`src/rtl/pc_fetch_stack.sv`:
```
// Program counter and fetch stage with a LIFO hardware return stack for JAL/RET.
// The PC, stack pointer and sticky flags are registered; opcode and target are decoded straight from instr.
module pc_fetch_stack #(
    parameter int PC_W    = 10,
    parameter int INSTR_W = 16,
    parameter int DEPTH   = 8
) (
    input  logic                     clk,
    input  logic                     reset,
    input  logic                     en,
    input  logic                     s_inc,
    input  logic                     s_jal,
    input  logic                     s_ret,
    input  logic [INSTR_W-1:0]       instr,
    output logic [PC_W-1:0]          pc,
    output logic [5:0]               opcode,
    output logic [PC_W-1:0]          target,
    output logic [$clog2(DEPTH):0]   sp,
    output logic                     ovf,
    output logic                     unf
);

    localparam int SP_W = $clog2(DEPTH) + 1;
    localparam int IX_W = SP_W - 1;

    logic [PC_W-1:0] pc_r;
    logic [PC_W-1:0] pc_nxt_s;
    logic [PC_W-1:0] pc_inc_s;
    logic [SP_W-1:0] sp_r;
    logic [SP_W-1:0] sp_nxt_s;
    logic [SP_W-1:0] sp_dec_s;
    logic            ovf_r;
    logic            ovf_nxt_s;
    logic            unf_r;
    logic            unf_nxt_s;
    logic            push_s;
    logic [PC_W-1:0] stack_r [DEPTH];

    assign opcode   = instr[INSTR_W-1 -: 6];
    assign target   = instr[PC_W-1:0];
    assign pc_inc_s = pc_r + PC_W'(1);
    assign sp_dec_s = sp_r - SP_W'(1);

    assign pc  = pc_r;
    assign sp  = sp_r;
    assign ovf = ovf_r;
    assign unf = unf_r;

    // Next-state selection; ret beats jal beats inc/jump, and a stall holds everything.
    always_comb begin
        pc_nxt_s  = pc_r;
        sp_nxt_s  = sp_r;
        ovf_nxt_s = ovf_r;
        unf_nxt_s = unf_r;
        push_s    = 1'b0;
        if (en) begin
            if (s_ret) begin
                if (sp_r != SP_W'(0)) begin
                    pc_nxt_s = stack_r[sp_dec_s[IX_W-1:0]];
                    sp_nxt_s = sp_dec_s;
                end else begin
                    unf_nxt_s = 1'b1;
                    pc_nxt_s  = pc_inc_s;
                end
            end else if (s_jal) begin
                pc_nxt_s = target;
                if (sp_r != SP_W'(DEPTH)) begin
                    push_s   = 1'b1;
                    sp_nxt_s = sp_r + SP_W'(1);
                end else begin
                    ovf_nxt_s = 1'b1;
                end
            end else if (s_inc) begin
                pc_nxt_s = pc_inc_s;
            end else begin
                pc_nxt_s = target;
            end
        end else begin
            pc_nxt_s = pc_r;
        end
    end

    // PC, stack pointer and sticky flag registers.
    always_ff @(posedge clk) begin
        if (reset) begin
            pc_r  <= PC_W'(0);
            sp_r  <= SP_W'(0);
            ovf_r <= 1'b0;
            unf_r <= 1'b0;
        end else begin
            pc_r  <= pc_nxt_s;
            sp_r  <= sp_nxt_s;
            ovf_r <= ovf_nxt_s;
            unf_r <= unf_nxt_s;
        end
    end

    // Return-address storage; contents are meaningless after reset, so no clear is needed.
    always_ff @(posedge clk) begin
        if (push_s && !reset) begin
            stack_r[sp_r[IX_W-1:0]] <= pc_inc_s;
        end
    end

endmodule

```
`config.mk`:
```
export PLATFORM = sky130hd
export DESIGN_NAME = pc_fetch_stack
export DESIGN_NICKNAME = d
export VERILOG_FILES = /design/src/rtl/pc_fetch_stack.sv
export SDC_FILE = /design/constraint.sdc
export NUM_CORES = 1
export LEC_CHECK = 0
export BUFFER_PORTS_ARGS = -buffer_cell sky130_fd_sc_hd__clkbuf_2
export CAP_MARGIN = 20
export CORE_ASPECT_RATIO = 0.7
export CORE_UTILIZATION = 29
export CTS_CLUSTER_DIAMETER = 120
export DETAILED_ROUTE_END_ITERATION = 12
export PLACE_DENSITY = 0.47
export SETUP_SLACK_MARGIN = 0.02
export SKIP_LAST_GASP = 1
export SYNTH_ARGS = -nofsm -noshare
export SYNTH_HDL_FRONTEND = slang
export SYNTH_SLANG_ARGS = --single-unit
export TNS_END_PERCENT = 30
```
`constraint.sdc`:
```
create_clock -name clk -period 2.3 [get_ports clk]
set_clock_uncertainty 0.05 [all_clocks]
set_input_delay 0.46 -clock clk [delete_from_list [all_inputs] [get_ports clk]]
set_output_delay 0.46 -clock clk [all_outputs]
set_load 0.1 [all_outputs]
```
Yosys cells after proc, flatten, opt, wreduce, memory -nomap -nowiden
Memory sizes are Yosys's and may differ from the RTL's.
Index checks and enable logic that the tools add are counted.
- bits of input ports: 22
- flip-flop bits (word level): 16
- memories: 1
- memory bits (writable): 80
- logic and storage cells: 35
- equality and inequality tests: 2
- multiplexer cells: 14
- bitwise logic cells: 3
- add/subtract/negate cells: 3
- reductions and logical operators: 8
- memories (name ; words ; width ; read ports ; clocked after Yosys merged registers in ; write ports ; RTL line ; RTL):
    stack_r ; 8 ; 10 ; 1 ; 0 ; 1 ; 37 ; logic [PC_W-1:0] stack_r [DEPTH];
- operators by type and width (cell ; number):
    $mux 10 ; 4
    $mux 4 ; 4
    $add 10x1->10 const B ; 1
    $reduce_and 4->1 ; 2
    $mux 1 ; 6
    $add 4x1->4 const B ; 1
    $ne 4x4->1 const B ; 1
    $reduce_bool 2->1 ; 2
    $reduce_bool 4->1 ; 1
    $sub 4x1->4 const B ; 1
    $not 1->1 ; 3
    $reduce_and 3->1 ; 1
    $ne 2x1->1 const B ; 1
    $logic_and 1x1->1 ; 1
    $logic_not 1->1 ; 1

Logic depth before layout (Yosys ltp)
- word-level depth: 8
- depth in mapped cells: 9
- gate-level depth less buffers: 6

Worst setup path after synthesis
No wires, ideal clock.
- path kind: reg-to-reg
- start: register sp_r[0], in the netlist sp[0]
- end: memory stack_r[1][0], enable pin
- period minus slack after synthesis: 3.329 ns
- path buffers: 1
- setup time: 0.390 ns
- arrival time: 2.889 ns
- stages on the path, launching flop included: 8
- slack: -1.029 ns
- cell sequence: dfxtp_1 -> buf_2 -> inv_1 -> ha_1 -> nand3b_1 -> nor3b_1 -> nand2_1 -> nor3_1
- word-level cells in the longest chain between the ends: 8
- ends and longest elaborated chain (what ; RTL line ; RTL):
    start: declaration ; 29 ; logic [SP_W-1:0] sp_r;
    start signal: assignment ; 92 ; sp_r <= sp_nxt_s;
    $ne 4x4->1 ; 67 ; if (sp_r != SP_W'(DEPTH)) begin
    $mux 1 ; 67 ;
    $mux 1 ; 65 ; end else if (s_jal) begin
    $mux 1 ; 57 ; if (s_ret) begin
    $mux 1 ; 56 ; if (en) begin
    $logic_and 1x1->1 ; 100 ; if (push_s && !reset) begin
    $mux 1 ; 100 ;
    $mux 1 (not written as such) ; 101 ; stack_r[sp_r[IX_W-1:0]] <= pc_inc_s;
    end: declaration ; 37 ;
Several ways; a longest one is shown, not always the timed one.

Final worst setup path
- start: register sp_r[0], in the netlist sp[0]
- end: register pc_r[8], in the netlist pc[8]
- word-level cells in the longest chain between the ends: 4
- elaborated cells on any way between the ends: 5
- those cells by class: 1 x add/sub; 2 x mux; 1 x reduce/logical; 1 x memory
- ends and longest elaborated chain (what ; RTL line ; RTL):
    $sub 4x1->4 ; 42 ; assign sp_dec_s = sp_r - SP_W'(1);
    $mem_v2 8x10 ; n/a ;
    $mux 10 (*) ; 58 ; if (sp_r != SP_W'(0)) begin
    $mux 10 (*) ; 57 ;
    end signal: assignment ; 91 ; pc_r <= pc_nxt_s;
    end: declaration ; 26 ; logic [PC_W-1:0] pc_r;
Every way passes the cells marked *; elsewhere a longest branch is shown, timed or not.
A chain may end at the register's enable or synchronous reset.

==> flow_summary.ini <==
[timing]
drv_slew = 0
fmax_ghz = 0.473
hold-worst-slack_ns = 0.433
tns_ns = 0
finalHoldViolCount = 0
worst_pin_slew_ns = 0.857
min_period_ns = 2.11
maxSlewHeadroom_pct = 42.7
grt_setup_unrepaired = false
finalCritPeriodShare_pct = 91.8
setup_violations = 0

[clocking]
cts_tree = yes
clk_pin_slew_ns = 0.07
cts_max_path_buffers = 2
clkLatencyLatePin_ns = 0.34
cts_root_buffer = clkbuf_16
cts_sinks = 96
postCtsSetupRepairBufs = 0
numCtsBuffers = 9
htree_levels = 3
ctsResizeCount = 0
ctsHoldBuffers = 0

[grt]
grt_pass1_vias = 2410
grt_max_degree = 19
gr-total-overflow = 0
grt_first_pass_wirelength_mm = 15.2
antenna_found_initial = 0
grt.total_usage_pct = 14.1

[placed_design]
io_buffer_count = 41
dpl.cell_count = 508
gp_routability_congestion = 0.810
hpwl_mm = 7.00

[die]
start_util_pct = 30.1
ioPinCount = 54
die_area_sq_mm = 0.0152
num_rows = 36
die_y_microns = 103
die_w_microns = 147
core_area_sq_mm = 0.0141

[pwr]
switching_share_pct = 30.5
internal_power_mw = 3.37
p_per_area_mw_per_mm2 = 927
power.leakage_nw = 1.76
pwr-share-clk_pct = 33.0
p_seq_share_pct = 41.7
comb_power_share_pct = 25.4
switchingPower_mw = 1.48
peakVddDrop_uv = 351

[detailed_routing]
drtPass1Iterations = 4
drt-initial-drc-count = 257
post_drt_wl_per_cell_microns = 19.2
wl_mm = 10.1
via_count = 2550
avgViaCountPerCell = 4.88
drc = 0
postRouteAntennaNets = 0

[job]
maxCapViolations = 0

[finish]
mostFrequentLayoutCells = edfxtp_1 (80), clkbuf_2 (41), mux4_2 (19), nor2_1 (17), buf_4 (16)
antenna_cells = 0
nNetsFinal = 355
drive_gt1_share_pct = 38.4
areaGrowthSynthToFinish_pct = 22.8
final_common_cell = edfxtp_1
finalNonFillerCells = 523

[critical_path]
cp-end-kind = register
required_ns = 2.49
r2r_cells = 6
start_kind = register
critPathKind = register to register
arrival_ns = 2.30
cp_max_fo = 11

[yosys]
synth-seq-area-share_pct = 63.9
syn_avg_cell_area_sq_um = 15.1
synth-edff-count = 80
synth_warnings = 0
yosysTopAreaCell = edfxtp_1
synthFlopType = edfxtp_1
synthTopCellsByArea = edfxtp_1 (56%), mux4_2 (10%), dfxtp_1 (7.5%), buf_4 (3.0%), nor2_1 (2.0%)
postSynth.asyncResetShare_pct = 0
synth_area_sq_mm = 0.00426
ys_types = 46
ys_seq_elements = 96
yosysTopAreaCellShare_pct = 56.4
netlist_instances = 282
syn-num-nets = 308

[hold_path]
whs_path_depth = 3
hp-class = input pin to register

[outcome]
status = complete, no violations
[stage by stage]
step / setup WS [ns] / util [%] / total power, mW / cell area (sq um)
floorplan: -0.0627 / - / 3.05 / 4400
global placement: 0.205 / 34.7 / 3.29 / 4910
detailed placement: 0.189 / 34.7 / 3.29 / 4910
CTS: 0.167 / 37.0 / 4.89 / 5230
global route: 0.0338 / 37.0 / 5.04 / 5230
finish: 0.188 / 37.0 / 4.84 / 5230
[worst max-delay path, stage by stage, from the launching register on]
cell and delay [ns]:
dfxtp_4 0.36, clkinvlp_4 0.14, ha_4 0.41, mux4_2 0.31
mux2_4 0.30, a211o_1 0.26, a22o_1 0.17
[power groups by stage]
stage / Clock (mW) / Combinational [mW] / Sequential, mW
finish: 1.60 / 1.23 / 2.02
detailed placement: 0 / 1.24 / 2.06
global route: 1.70 / 1.31 / 2.03
CTS: 1.63 / 1.24 / 2.02
global placement: 0 / 1.23 / 2.06
floorplan: 0 / 0.778 / 2.27
[registers in the layout (all words and copies together) (netlist names)]
signal   flops
stack_r     80
pc          10
ovf          1
sp           4
unf          1
[routing by layer]
layer | track usage (%) | routed length, microns
met1 | 21.8 | 5120
met2 | 19.4 | 4070
met4 | 3.61 | 82
met3 | 3.60 | 794
met5 | 0 | 0
[cell families after synthesis]
group | count (synthesis) | synth area share, %
AND/OR/NAND/NOR | 69 | 8.26
multiplexers | 29 | 13.0
AO/OA/AOI/OAI | 40 | 6.79
XOR/XNOR | 10 | 2.06
buffers and inverters | 34 | 4.79
adder cells (fa/ha/maj) | 4 | 1.18
flip-flops | 96 | 63.9
[cell type report]
type	instances	area, sq um
Fill cell	1357	8920
Tap cell	190	238
Clock inverter	6	93.8
Clock buffer	9	225
Inverter	5	22.5
Sequential cell	96	2740
Timing Repair Buffer	65	485
Multi-Input combinational cell	152	1430
[cell usage after synthesis (all sizes together) (6+ instances only)]
| cell | count |
|---|---|
| clkbuf | 6 |
| nand2 | 11 |
| nor2b | 6 |
| nor3 | 6 |
| buf | 23 |
| a221oi | 7 |
| xnor2 | 7 |
| dfxtp | 16 |
| edfxtp | 80 |
| mux2 | 7 |
| nor2 | 23 |
| mux4 | 20 |
[final timing paths]
check / startpoint / to / slack (ns)
worst min-delay path: instr[3] / pc[3] / 0.43
worst max register to register: sp[0] / pc[8] / 0.19
worst min register to register: ovf / ovf / 0.44
worst max-delay path: sp[0] / pc[8] / 0.19
Power figures use the tool's default switching activity.
